`config.mk`:
```
export PLATFORM = sky130hd
export DESIGN_NAME = instr_fetch_flat
export DESIGN_NICKNAME = d
export VERILOG_FILES = /design/src/rtl/npc_pkg.sv /design/src/rtl/instr_fetch_if.sv /design/src/rtl/fetch_buf.sv /design/src/rtl/instr_fetch.sv /design/src/flat_wrapper.sv
export SDC_FILE = /design/constraint.sdc
export NUM_CORES = 1
export LEC_CHECK = 0
export CAP_MARGIN = 0
export CORE_MARGIN = 5
export CORE_UTILIZATION = 50
export DETAILED_ROUTE_END_ITERATION = 7
export PLACE_DENSITY = 0.84
export SYNTH_ARGS = -nofsm -noshare
export SYNTH_HDL_FRONTEND = slang
export SYNTH_HIERARCHICAL = 1
export SYNTH_SLANG_ARGS = --single-unit
```
`constraint.sdc`:
```
create_clock -name clk -period 5.9 [get_ports clk]
set_input_delay 1.77 -clock clk [delete_from_list [all_inputs] [get_ports clk]]
set_output_delay 1.77 -clock clk [all_outputs]
set_load 0.02 [all_outputs]
```
`src/rtl/npc_pkg.sv`:
```
// Shared types and constants for the instruction fetch unit.
package npc_pkg;

    typedef enum logic [1:0] {
        ST_REQ   = 2'd0,
        ST_WAIT  = 2'd1,
        ST_HOLD  = 2'd2,
        ST_FAULT = 2'd3
    } fetch_state_e;

    localparam logic [31:0] RESET_PC_DEFAULT = 32'h8000_0000;
    localparam int unsigned INSTR_BYTES      = 4;

endpackage

```
`src/rtl/instr_fetch_if.sv`:
```
// Fetch-unit bus bundle: redirect input, memory request/response and decoder handshake.
interface instr_fetch_if #(
    parameter int DATA_WIDTH = 32
);
    logic                  redirect_valid;
    logic [DATA_WIDTH-1:0] redirect_pc;
    logic                  mem_req_valid;
    logic [DATA_WIDTH-1:0] mem_req_addr;
    logic                  mem_req_ready;
    logic                  mem_rsp_valid;
    logic [DATA_WIDTH-1:0] mem_rsp_data;
    logic                  instr_valid;
    logic [DATA_WIDTH-1:0] instr;
    logic [DATA_WIDTH-1:0] instr_pc;
    logic                  instr_ready;
    logic                  fetch_fault;

    modport master (
        input  redirect_valid, redirect_pc, mem_req_ready, mem_rsp_valid, mem_rsp_data, instr_ready,
        output mem_req_valid, mem_req_addr, instr_valid, instr, instr_pc, fetch_fault
    );

    modport slave (
        output redirect_valid, redirect_pc, mem_req_ready, mem_rsp_valid, mem_rsp_data, instr_ready,
        input  mem_req_valid, mem_req_addr, instr_valid, instr, instr_pc, fetch_fault
    );

endinterface

```
`src/rtl/fetch_buf.sv`:
```
// One-entry output register holding the instruction offered to the decoder.
// Flush wins over load, load wins over consume.
module fetch_buf #(
    parameter int DATA_WIDTH = 32
) (
    input  logic                  clk,
    input  logic                  rst,
    input  logic                  load,
    input  logic                  consume,
    input  logic                  flush,
    input  logic [DATA_WIDTH-1:0] load_instr,
    input  logic [DATA_WIDTH-1:0] load_pc,
    output logic                  valid,
    output logic [DATA_WIDTH-1:0] instr,
    output logic [DATA_WIDTH-1:0] pc
);

    logic                  valid_q, valid_d;
    logic [DATA_WIDTH-1:0] instr_q, instr_d;
    logic [DATA_WIDTH-1:0] pc_q, pc_d;

    always_comb begin
        valid_d = valid_q;
        instr_d = instr_q;
        pc_d    = pc_q;
        if (flush) begin
            valid_d = 1'b0;
        end else if (load) begin
            valid_d = 1'b1;
            instr_d = load_instr;
            pc_d    = load_pc;
        end else if (consume) begin
            valid_d = 1'b0;
        end
    end

    always_ff @(posedge clk or posedge rst) begin
        if (rst) begin
            valid_q <= 1'b0;
            instr_q <= '0;
            pc_q    <= '0;
        end else begin
            valid_q <= valid_d;
            instr_q <= instr_d;
            pc_q    <= pc_d;
        end
    end

    assign valid = valid_q;
    assign instr = instr_q;
    assign pc    = pc_q;

endmodule

```
`src/rtl/instr_fetch.sv`:
```
// Instruction fetch: single outstanding request, redirect with response drop, one-entry output buffer.
// FETCH_MISALIGN_CHECK_EN enables the sticky misaligned-redirect fault; otherwise redirect_pc[1:0] is ignored.
//   state    | meaning
//   ST_REQ   | request at pc driven on the memory bus
//   ST_WAIT  | request accepted, waiting for its response (drop_q marks it stale)
//   ST_HOLD  | instruction offered to the decoder
//   ST_FAULT | misaligned redirect seen, stalled until reset
module instr_fetch
    import npc_pkg::*;
#(
    parameter int                    DATA_WIDTH = 32,
    parameter logic [DATA_WIDTH-1:0] RESET_PC   = DATA_WIDTH'(RESET_PC_DEFAULT)
) (
    input logic           clk,
    input logic           rst,
    instr_fetch_if.master bus
);

    fetch_state_e          state_q, state_d;
    logic [DATA_WIDTH-1:0] pc_q, pc_d;
    logic                  drop_q, drop_d;
    logic [DATA_WIDTH-1:0] redir_pc;
    logic                  fault_set;
    logic                  buf_load;
    logic                  buf_flush;
    logic                  buf_consume;
    logic                  buf_valid;
    logic [DATA_WIDTH-1:0] buf_instr;
    logic [DATA_WIDTH-1:0] buf_pc;

`ifdef FETCH_MISALIGN_CHECK_EN
    logic fault_q, fault_d;

    assign redir_pc  = bus.redirect_pc;
    assign fault_set = bus.redirect_valid && (state_q != ST_FAULT) && (bus.redirect_pc[1:0] != 2'b00);

    always_ff @(posedge clk or posedge rst) begin
        if (rst) begin
            fault_q <= 1'b0;
        end else begin
            fault_q <= fault_d;
        end
    end

    assign bus.fetch_fault = fault_q;
`else
    logic unused_redirect_lsbs;

    assign redir_pc             = {bus.redirect_pc[DATA_WIDTH-1:2], 2'b00};
    assign unused_redirect_lsbs = ^bus.redirect_pc[1:0];
    assign fault_set            = 1'b0;
    assign bus.fetch_fault      = 1'b0;
`endif

    always_comb begin
        state_d   = state_q;
        pc_d      = pc_q;
        drop_d    = drop_q;
        buf_load  = 1'b0;
        buf_flush = 1'b0;
`ifdef FETCH_MISALIGN_CHECK_EN
        fault_d   = fault_q | fault_set;
`endif
        unique case (state_q)
            ST_REQ: begin
                if (bus.redirect_valid) begin
                    pc_d = redir_pc;
                end
                // A request accepted under a redirect still goes out; its response is marked stale.
                if (bus.mem_req_ready) begin
                    state_d = ST_WAIT;
                    drop_d  = bus.redirect_valid;
                end
            end
            ST_WAIT: begin
                if (bus.redirect_valid) begin
                    pc_d = redir_pc;
                    if (bus.mem_rsp_valid) begin
                        drop_d  = 1'b0;
                        state_d = ST_REQ;
                    end else begin
                        drop_d = 1'b1;
                    end
                end else if (bus.mem_rsp_valid) begin
                    drop_d = 1'b0;
                    if (drop_q) begin
                        state_d = ST_REQ;
                    end else begin
                        buf_load = 1'b1;
                        pc_d     = pc_q + DATA_WIDTH'(INSTR_BYTES);
                        state_d  = ST_HOLD;
                    end
                end
            end
            ST_HOLD: begin
                if (bus.redirect_valid) begin
                    pc_d      = redir_pc;
                    buf_flush = 1'b1;
                    state_d   = ST_REQ;
                end else if (bus.instr_ready) begin
                    state_d = ST_REQ;
                end
            end
            ST_FAULT: begin
                state_d = ST_FAULT;
            end
        endcase
        if (fault_set) begin
            state_d   = ST_FAULT;
            pc_d      = pc_q;
            drop_d    = 1'b0;
            buf_load  = 1'b0;
            buf_flush = 1'b1;
        end
    end

    always_ff @(posedge clk or posedge rst) begin
        if (rst) begin
            state_q <= ST_REQ;
            pc_q    <= RESET_PC;
            drop_q  <= 1'b0;
        end else begin
            state_q <= state_d;
            pc_q    <= pc_d;
            drop_q  <= drop_d;
        end
    end

    assign buf_consume = bus.instr_ready & buf_valid;

    fetch_buf #(
        .DATA_WIDTH(DATA_WIDTH)
    ) u_fetch_buf (
        .clk       (clk),
        .rst       (rst),
        .load      (buf_load),
        .consume   (buf_consume),
        .flush     (buf_flush),
        .load_instr(bus.mem_rsp_data),
        .load_pc   (pc_q),
        .valid     (buf_valid),
        .instr     (buf_instr),
        .pc        (buf_pc)
    );

    assign bus.mem_req_valid = (state_q == ST_REQ);
    assign bus.mem_req_addr  = pc_q;
    assign bus.instr_valid   = buf_valid;
    assign bus.instr         = buf_instr;
    assign bus.instr_pc      = buf_pc;

endmodule

```
`src/flat_wrapper.sv`:
```
// flat-port wrapper written by rule: the top's interface ports become plain ports
module instr_fetch_flat import npc_pkg::*;
#(
    parameter int                    DATA_WIDTH = 32,
    parameter logic [DATA_WIDTH-1:0] RESET_PC   = DATA_WIDTH'(RESET_PC_DEFAULT)
)
  (clk, rst, bus_redirect_valid, bus_redirect_pc, bus_mem_req_ready, bus_mem_rsp_valid, bus_mem_rsp_data, bus_instr_ready, bus_mem_req_valid, bus_mem_req_addr, bus_instr_valid, bus_instr, bus_instr_pc, bus_fetch_fault);
  instr_fetch_if #(.DATA_WIDTH(DATA_WIDTH)) bus_i ();
  input logic clk;
  input logic rst;
  input wire logic [$bits(bus_i.redirect_valid)-1:0] bus_redirect_valid;
  input wire logic [$bits(bus_i.redirect_pc)-1:0] bus_redirect_pc;
  input wire logic [$bits(bus_i.mem_req_ready)-1:0] bus_mem_req_ready;
  input wire logic [$bits(bus_i.mem_rsp_valid)-1:0] bus_mem_rsp_valid;
  input wire logic [$bits(bus_i.mem_rsp_data)-1:0] bus_mem_rsp_data;
  input wire logic [$bits(bus_i.instr_ready)-1:0] bus_instr_ready;
  output wire logic [$bits(bus_i.mem_req_valid)-1:0] bus_mem_req_valid;
  output wire logic [$bits(bus_i.mem_req_addr)-1:0] bus_mem_req_addr;
  output wire logic [$bits(bus_i.instr_valid)-1:0] bus_instr_valid;
  output wire logic [$bits(bus_i.instr)-1:0] bus_instr;
  output wire logic [$bits(bus_i.instr_pc)-1:0] bus_instr_pc;
  output wire logic [$bits(bus_i.fetch_fault)-1:0] bus_fetch_fault;
  assign bus_i.redirect_valid = bus_redirect_valid;
  assign bus_i.redirect_pc = bus_redirect_pc;
  assign bus_i.mem_req_ready = bus_mem_req_ready;
  assign bus_i.mem_rsp_valid = bus_mem_rsp_valid;
  assign bus_i.mem_rsp_data = bus_mem_rsp_data;
  assign bus_i.instr_ready = bus_instr_ready;
  assign bus_mem_req_valid = bus_i.mem_req_valid;
  assign bus_mem_req_addr = bus_i.mem_req_addr;
  assign bus_instr_valid = bus_i.instr_valid;
  assign bus_instr = bus_i.instr;
  assign bus_instr_pc = bus_i.instr_pc;
  assign bus_fetch_fault = bus_i.fetch_fault;
  instr_fetch #(.DATA_WIDTH(DATA_WIDTH), .RESET_PC(RESET_PC)) u_core (.clk(clk), .rst(rst), .bus(bus_i));
endmodule
```
==> metrics.sh, run 1 <==
GRT.BUSIEST_LAYER='met2'
R2R_DEPTH=6
ANTENNA_LEFT=0
SYNTH-MAIN-FF-CELL='sky130_fd_sc_hd__dfrtp_1'
R2R-END='u_core/u_fetch_buf/pc[22]$_DFFE_PP0P_'
WORST_SLEW_MARGIN_REL=0.423
MIN_DELAY_ENDPOINT='u_core/u_fetch_buf/instr[4]$_DFFE_PP0P_'
GRT_ANTENNA_BEFORE_REPAIR=0
DIEHEIGHT_UM=110
GRT_START_MAX_NET_PINS=59
DETAILEDROUTE.FIRSTPASSITERATIONCOUNT=5
FINAL_CELL_MIX='sky130_fd_sc_hd__clkdlybuf4s50_1, sky130_fd_sc_hd__dfrtp_1, sky130_fd_sc_hd__mux2_4'
WORST_IR_DROP_VDD_uV=271
TRITONCTS='done'
CRITPATHTOPFAMILY='buffers and inverters'
POST_ROUTE_FRACTION_OF_THE_PERIOD_CONSUMED_BY_THE_CRITICAL_PATH=0.648
LAYOUT_MIN_CYCLE_TIME_PS=3830
TIMING.CRITICAL_PATH.BUF_INV=2
FIN_SKEW_PS=13.0
RR_STARTPOINT='u_core/state_q[0]$_DFFE_PP0P_'
AREA_SHARE_OF_AND_OR_NAND_NOR_CELLS_AFTER_SYNTHESIS=0.128
WORST-ENDPOINT-ARRIVAL_PS=4070
TIMING.HOLD.WORST.CLASS='register to register'
MAX_FREQ_MHz=261
HOLD_START='u_core/u_fetch_buf/instr[4]$_DFFE_PP0P_'
GRT.OVERFLOW.TOTAL=0
LEAKAGEPOWER_uW=0.00278
MAIN_COMBINATIONAL_CELL_FAMILY_BY_AREA_AFTER_SYNTHESIS='multiplexers'
YS_WARN_COUNT=6
SYN-MEAN-INSTANCE-AREA_UM2=11.9
SYNTH.AREA.MUX_SHARE=0.193
NETLIST_INSTANCES=421
VIA_PER_INST=5.56
GRT_PASS1_VIAS=4003
DRT-INITIAL-DRC-COUNT=335
CRIT_SLOWEST_CELL='sky130_fd_sc_hd__clkdlybuf4s50_1'
SYNTH_TOP_AREA_FRAC=0.485
YS_SEQ_AREA_FRAC=0.490
POST_SYNTHESIS_COMPOUND_GATE_AREA_FRACTION=0.120
NETLIST_AREA_MM2=0.00501
DR_VIAS=3966
WORSTPATHREQUIRED_PS=6150
CLK_PIN_SLEW_PS=90
SYNTH-XOR-AREA-SHARE=0
RESULT_OF_THE_RUN='complete, no violations'
ENDPOINT_CLASS_OF_THE_CRITICAL_PATH='register'
GRTUSAGEMET2=0.368
POST-PLACE-CELLS=697
HPWLAFTERDP_MM=9.74
REGISTER_TO_REGISTER_SETUP_SLACK_PS=3370
SLOWEST_STAGE_DELAY_ON_CRITICAL_PATH_PS=550
TOP_LEVEL_PORTS=169
DPL_CELL_AREA_MM2=0.00664
DIE_WIDTH_UM=110
CTS_INSERTED_BUFFERS=9
REPORT.FINAL.SLEW_VIOL_COUNT=0
CORE.ROWCOUNT=36
SETUP_TOTAL_NEGATIVE_SLACK_PS=0
FINAL_CELL_AREA_MM2=0.00684
CLKSINKCOUNT=98
CTS_BUFFER_DEPTH=2
POSTSYNTHREGISTERBITS=98
LAYOUT-AREA-OVERHEAD-VS-SYNTH_PCT=36.6
ANTENNA_CELLS_INSERTED=0
DESIGN.DIE.AREA_MM2=0.0121
NUMPORTBUFFERS=163
DETAIL_ROUTE.WIRELENGTH_MM=13.5
TIMING.FINAL.SETUP_VIOLATIONS=0
POST_SYNTH_MAIN_AREA_CONTRIBUTORS='sky130_fd_sc_hd__dfrtp_1, sky130_fd_sc_hd__mux2_4, sky130_fd_sc_hd__a21oi_1'
SYNTH_EDF_COUNT=0
LAYOUT_COMMONEST_CELL='sky130_fd_sc_hd__clkdlybuf4s50_1'
GRT_USE_MET1=0.282
WHS_PATH_DEPTH=1
GRT_SETUP_UNREPAIRED='no'
CTS-RESIZED-GATES=0
POST_ROUTE_CELLS_DRIVE_ABOVE_1_SHARE=0.167
WORSTSETUPSTARTPOINTTYPE='input pin'
STDCELL_COUNT=713
CTSHOLDBUFFERS=0
CLOCK-ROOT-BUFFER='sky130_fd_sc_hd__clkbuf_8'
POST-SYNTH-TOP-AREA-CELL='sky130_fd_sc_hd__dfrtp_1'
WIRE_LENGTH_OF_THE_FIRST_GLOBAL_ROUTING_PASS_MM=21.0
NETLIST-CELL-TYPE-COUNT=53
SYNTH_ADDER_AREA_SHARE=0.0150
INITIAL_UTILIZATION=0.512
CRITICALPATHCATEGORY='input pin to register'
DESIGN.CORE.AREA_MM2=0.00977
LAYOUT.CORE_UTILIZATION=0.699
CTS_MAX_LEVEL=3
GRT_USE_MET3=0.0588
POSTCTSSETUPREPAIRBUFS=0
TIGHTEST_SLEW_PS=866
GLOBALPLACE.CONGESTION=0.792
CLOCK_INSERTION_DELAY_WORST_SKEW_PS=370
RESIDUAL_DRC=0
CRITICAL_PATH.MAX_FANOUT=52
POWER_PER_CELL_AREA_mW_PER_MM2=583
NETS=651
GRTUSAGETOTAL=0.222
DRV.MAX_CAP_VIOLATION_COUNT=0
SYNTHARSTFLOPSHARE=1.00
FINAL_ROUTED_WIRE_LENGTH_DIVIDED_BY_CELL_COUNT_UM=18.9
FINALHOLDVIOLATIONS=0
PATH_CELLS='clkdlybuf4s50_1, nor2_1, and3_1, nor2b_4, buf_12, mux2_2'
worst max path at each step:
stage	start	end	slack, ps	cells past startpoint
global placement	bus_redirect_valid	u_core/u_fetch_buf/pc[22]$_DFFE_PP0P_	1740	6
detailed placement	bus_redirect_valid	u_core/u_fetch_buf/pc[22]$_DFFE_PP0P_	1670	6
CTS	bus_redirect_valid	u_core/u_fetch_buf/pc[22]$_DFFE_PP0P_	2060	6
global route	bus_redirect_valid	u_core/u_fetch_buf/pc[22]$_DFFE_PP0P_	1910	6
floorplan	rst	u_core/u_fetch_buf/instr[0]$_DFFE_PP0P_	2500	1
finish	bus_redirect_valid	u_core/u_fetch_buf/pc[22]$_DFFE_PP0P_	2070	6
per-layer routing:
metal / vias up / share of wire / routed length, um
met5: - / 0 / 0
met4: 0 / 0.016 / 210
met3: 15 / 0.091 / 1230
met2: 168 / 0.49 / 6630
met1: 1942 / 0.40 / 5420
li1: 1841 / - / -
report_power, final:
group	leakage, uW	switching, uW	internal [uW]	total, uW
clock	0.0000941	239	200	438
combinational	0.00154	1050	1130	2180
sequential	0.00114	353	1010	1370
sequential cells by signal (all words and copies together) (netlist names):
signal	flops
u_core/u_fetch_buf/instr	32
u_core/u_fetch_buf/valid	1
u_core/drop_q	1
u_core/bus.mem_req_addr	30
u_core/state_q	2
u_core/u_fetch_buf/pc	32
per-stage QoR:
stage                     power, uW  setup slack [ps]  hold slack (ps)
after floorplan                2610              2500              587
after global placement         3460              1740              490
after detailed placement       3560              1670              494
after CTS                      4000              2060              518
after global routing           4220              1910              531
final                          3980              2070              519
final cells by class:
type                    count  area (um^2)
fillers                   715         2940
multi-input cells         291         2310
repair buffers            168         1680
clock buffers              11          131
well taps                 133          166
clock inverters             5         63.8
inverters                   7         26.3
flip-flops and latches     98         2450
Yosys cell counts (3+ instances only):
cell                        count
sky130_fd_sc_hd__o21ai_0       19
sky130_fd_sc_hd__nor2_1        27
sky130_fd_sc_hd__nand2_1       17
sky130_fd_sc_hd__o21ai_1        3
sky130_fd_sc_hd__mux2_2         4
sky130_fd_sc_hd__a21oi_1       38
sky130_fd_sc_hd__o22a_1         4
sky130_fd_sc_hd__dfrtp_1       97
sky130_fd_sc_hd__buf_2          3
sky130_fd_sc_hd__o22ai_1        6
sky130_fd_sc_hd__or3_1          7
sky130_fd_sc_hd__and4_1         4
sky130_fd_sc_hd__nor4_1         4
sky130_fd_sc_hd__buf_12         7
sky130_fd_sc_hd__nand3_1       21
sky130_fd_sc_hd__nand4_1        7
sky130_fd_sc_hd__a31oi_1        4
sky130_fd_sc_hd__inv_1          7
sky130_fd_sc_hd__nor3_1         9
sky130_fd_sc_hd__and3_1         6
sky130_fd_sc_hd__clkbuf_1      15
sky130_fd_sc_hd__ha_1           6
sky130_fd_sc_hd__mux2_4        60
sky130_fd_sc_hd__nand2b_1       3
sky130_fd_sc_hd__a211oi_1       3
sky130_fd_sc_hd__a311oi_1       4
sky130_fd_sc_hd__a2bb2oi_1      3
sky130_fd_sc_hd__buf_4          3
kinds of logic (layout without fill, tap and decap cells):
| group | after synthesis | count (layout) |
|---|---|---|
| and+or+nand+nor | 117 | 117 |
| AOI/OAI and AO/OA | 97 | 97 |
| muxes | 66 | 66 |
| DFF | 98 | 98 |
| buffers and inverters | 36 | 191 |
| adders and majority gates | 6 | 6 |
| other | 1 | 5 |
Power figures use the tool's default switching activity.
==> run 2: changes to the inputs <==
- CORE_UTILIZATION: 50 -> 46
- PLACE_DENSITY: 0.84 -> 0.78
- clock period: 5.9 -> 4 ns (I/O delays scaled with it)
==> metrics.sh, run 2 (synthesis results as in run 1) <==
LEAKAGEPOWER_uW=0.00281  # was 0.00278 uW
STDCELL_COUNT=726  # was 713
POST-PLACE-CELLS=710  # was 697
SLOWEST_STAGE_DELAY_ON_CRITICAL_PATH_PS=660  # was 550 ps
ANTENNA_CELLS_INSERTED=0  # unchanged
GRT.OVERFLOW.TOTAL=0  # unchanged
CRITICALPATHCATEGORY='register to output port'  # was input pin to register
GRT_START_MAX_NET_PINS=59  # unchanged
ENDPOINT_CLASS_OF_THE_CRITICAL_PATH='output port'  # was register
DESIGN.CORE.AREA_MM2=0.0107  # was 0.00977 mm^2
LAYOUT_COMMONEST_CELL='sky130_fd_sc_hd__clkdlybuf4s50_1'  # unchanged
TIGHTEST_SLEW_PS=747  # was 866 ps
GLOBALPLACE.CONGESTION=0.871  # was 0.792
ANTENNA_LEFT=0  # unchanged
TIMING.HOLD.WORST.CLASS='register to register'  # unchanged
SETUP_TOTAL_NEGATIVE_SLACK_PS=0  # unchanged
CTS_MAX_LEVEL=3  # unchanged
GRT_SETUP_UNREPAIRED='no'  # unchanged
WORST_SLEW_MARGIN_REL=0.501  # was 0.423
CRITICAL_PATH.MAX_FANOUT=6  # was 52
REGISTER_TO_REGISTER_SETUP_SLACK_PS=1600  # was 3370 ps
WIRE_LENGTH_OF_THE_FIRST_GLOBAL_ROUTING_PASS_MM=21.2  # was 21.0 mm
WORSTPATHREQUIRED_PS=2800  # was 6150 ps
REPORT.FINAL.SLEW_VIOL_COUNT=0  # unchanged
POSTCTSSETUPREPAIRBUFS=0  # unchanged
WORSTSETUPSTARTPOINTTYPE='register'  # was input pin
TOP_LEVEL_PORTS=169  # unchanged
WORST_SETUP_PATH_STARTPOINT='u_core/state_q[0]$_DFFE_PP0P_'  # was bus_redirect_valid
CLKSINKCOUNT=98  # unchanged
CTS_INSERTED_BUFFERS=9  # unchanged
MAX_FREQ_MHz=317
FINAL_ROUTED_WIRE_LENGTH_DIVIDED_BY_CELL_COUNT_UM=18.3  # was 18.9 um
CTS_BUFFER_DEPTH=2  # unchanged
FINALHOLDVIOLATIONS=0  # unchanged
CRITPATHTOPFAMILY='buffers and inverters'  # unchanged
RESIDUAL_DRC=0  # unchanged
CLK_PIN_SLEW_PS=90  # about the same
PATH_CELLS='inv_1, ha_1, clkdlybuf4s50_1'  # was clkdlybuf4s50_1, nor2_1, and3_1, nor2b_4, buf_12, mux2_2
DRV.MAX_CAP_VIOLATION_COUNT=0  # unchanged
DRT-INITIAL-DRC-COUNT=261  # was 335
GRT_ANTENNA_BEFORE_REPAIR=0  # unchanged
TIMING.FINAL.SETUP_VIOLATIONS=0  # unchanged
DETAILEDROUTE.FIRSTPASSITERATIONCOUNT=5  # unchanged
TIMING.CRITICAL_PATH.BUF_INV=2  # unchanged
POST_ROUTE_FRACTION_OF_THE_PERIOD_CONSUMED_BY_THE_CRITICAL_PATH=0.788
WORST-ENDPOINT-ARRIVAL_PS=1950  # was 4070 ps
POST_ROUTE_CELLS_DRIVE_ABOVE_1_SHARE=0.177  # was 0.167
CLOCK-ROOT-BUFFER='sky130_fd_sc_hd__clkbuf_8'  # unchanged
NETS=657  # was 651
TRITONCTS='done'  # unchanged
CORE.ROWCOUNT=38  # was 36
NUMPORTBUFFERS=163  # unchanged
FIN_SKEW_PS=8.52  # was 13.0 ps
DIEHEIGHT_UM=114  # was 110 um
DESIGN.DIE.AREA_MM2=0.0131  # was 0.0121 mm^2
CRIT_PATH_END='bus_mem_req_valid'  # was u_core/u_fetch_buf/pc[22]$_DFFE_PP0P_
CTS-RESIZED-GATES=0  # unchanged
RR_STARTPOINT='u_core/state_q[0]$_DFFE_PP0P_'  # unchanged
R2R-END='u_core/bus.mem_req_addr[14]$_DFFE_PP0P_'  # was u_core/u_fetch_buf/pc[22]$_DFFE_PP0P_
CP_NUM_CELLS=3  # was 6
DETAIL_ROUTE.WIRELENGTH_MM=13.3  # was 13.5 mm
RESULT_OF_THE_RUN='complete, no violations'  # unchanged
LAYOUT-AREA-OVERHEAD-VS-SYNTH_PCT=37.6  # was 36.6%
FINAL_CELL_MIX='sky130_fd_sc_hd__clkdlybuf4s50_1, sky130_fd_sc_hd__dfrtp_1, sky130_fd_sc_hd__mux2_4'  # unchanged
VIA_PER_INST=5.48  # was 5.56
GRTUSAGETOTAL=0.203  # was 0.222
HPWLAFTERDP_MM=9.83  # was 9.74 mm
GRT_PASS1_VIAS=4009  # was 4,003
R2R_DEPTH=6  # unchanged
DIE_WIDTH_UM=114  # was 110 um
CRIT_SLOWEST_CELL='sky130_fd_sc_hd__clkdlybuf4s50_1'  # unchanged
POWER_PER_CELL_AREA_mW_PER_MM2=846  # was 583 mW/mm^2
CLOCK_INSERTION_DELAY_WORST_SKEW_PS=360  # was 370 ps
DR_VIAS=3980  # was 3,966
LAYOUT_MIN_CYCLE_TIME_PS=3150
CTSHOLDBUFFERS=0  # unchanged
WORST_IR_DROP_VDD_uV=451  # was 271 uV
INITIAL_UTILIZATION=0.466  # was 0.512
## run 2: worst register-to-register path, stage by stage (launching register included)
cell and delay, ps:
sky130_fd_sc_hd__dfrtp_1 470, sky130_fd_sc_hd__inv_1 140, sky130_fd_sc_hd__ha_1 310, sky130_fd_sc_hd__or3_1 690, sky130_fd_sc_hd__nor2_1 330, sky130_fd_sc_hd__a41oi_1 150, sky130_fd_sc_hd__o22a_1 200
## run 2: worst min-delay path by stage
stage                                                         from                                       end  slack, ps  cells after the start
after floorplan                          u_core/drop_q$_DFFE_PP0P_                 u_core/drop_q$_DFFE_PP0P_        590                      2
after global placement       u_core/u_fetch_buf/pc[23]$_DFFE_PP0P_     u_core/u_fetch_buf/pc[23]$_DFFE_PP0P_        490                      1
final                     u_core/u_fetch_buf/instr[16]$_DFFE_PP0P_  u_core/u_fetch_buf/instr[16]$_DFFE_PP0P_        510                      1
after CTS                    u_core/u_fetch_buf/pc[22]$_DFFE_PP0P_     u_core/u_fetch_buf/pc[22]$_DFFE_PP0P_        520                      1
after global routing       u_core/u_fetch_buf/instr[5]$_DFFE_PP0P_   u_core/u_fetch_buf/instr[5]$_DFFE_PP0P_        530                      1
after detailed placement   u_core/u_fetch_buf/instr[5]$_DFFE_PP0P_   u_core/u_fetch_buf/instr[5]$_DFFE_PP0P_        490                      1
## run 2: area by class of cell
type / instances / area, um^2
fillers: 884 / 3860
flip-flops and latches: 98 / 2450
multi-input cells: 291 / 2310
repair buffers: 174 / 1740
well taps: 140 / 175
clock buffers: 12 / 155
clock inverters: 4 / 26.3
inverters: 7 / 26.3
## run 2: power by group
| group | total, uW | internal (uW) | switching, uW | leakage (uW) |
|---|---|---|---|---|
| combinational | 3220 | 1690 | 1520 | 0.00158 |
| clock | 597 | 260 | 337 | 0.0000924 |
| sequential | 2020 | 1500 | 519 | 0.00114 |
## run 2: per-layer routing
| metal | global-route usage | part of all wire | up-vias |
|---|---|---|---|
| met3 | 0.0428 | 0.068 | 17 |
| met1 | 0.269 | 0.44 | 1947 |
| li1 | - | - | 1864 |
| met5 | 0 | 0 | - |
| met2 | 0.333 | 0.48 | 152 |
| met4 | 0.0689 | 0.015 | 0 |
## run 2: metrics by stage
stage / power (uW) / cell area [um^2] / hold WS, ps / utilization / setup WS (ps)
floorplan: 3840 / 5020 / 587 / - / 1170
global route: 6190 / 6890 / 531 / 0.641 / 745
finish: 5830 / 6890 / 513 / 0.641 / 849
CTS: 5880 / 6890 / 515 / 0.641 / 815
detailed placement: 5270 / 6710 / 494 / 0.624 / 579
global placement: 5150 / 6710 / 489 / 0.624 / 654
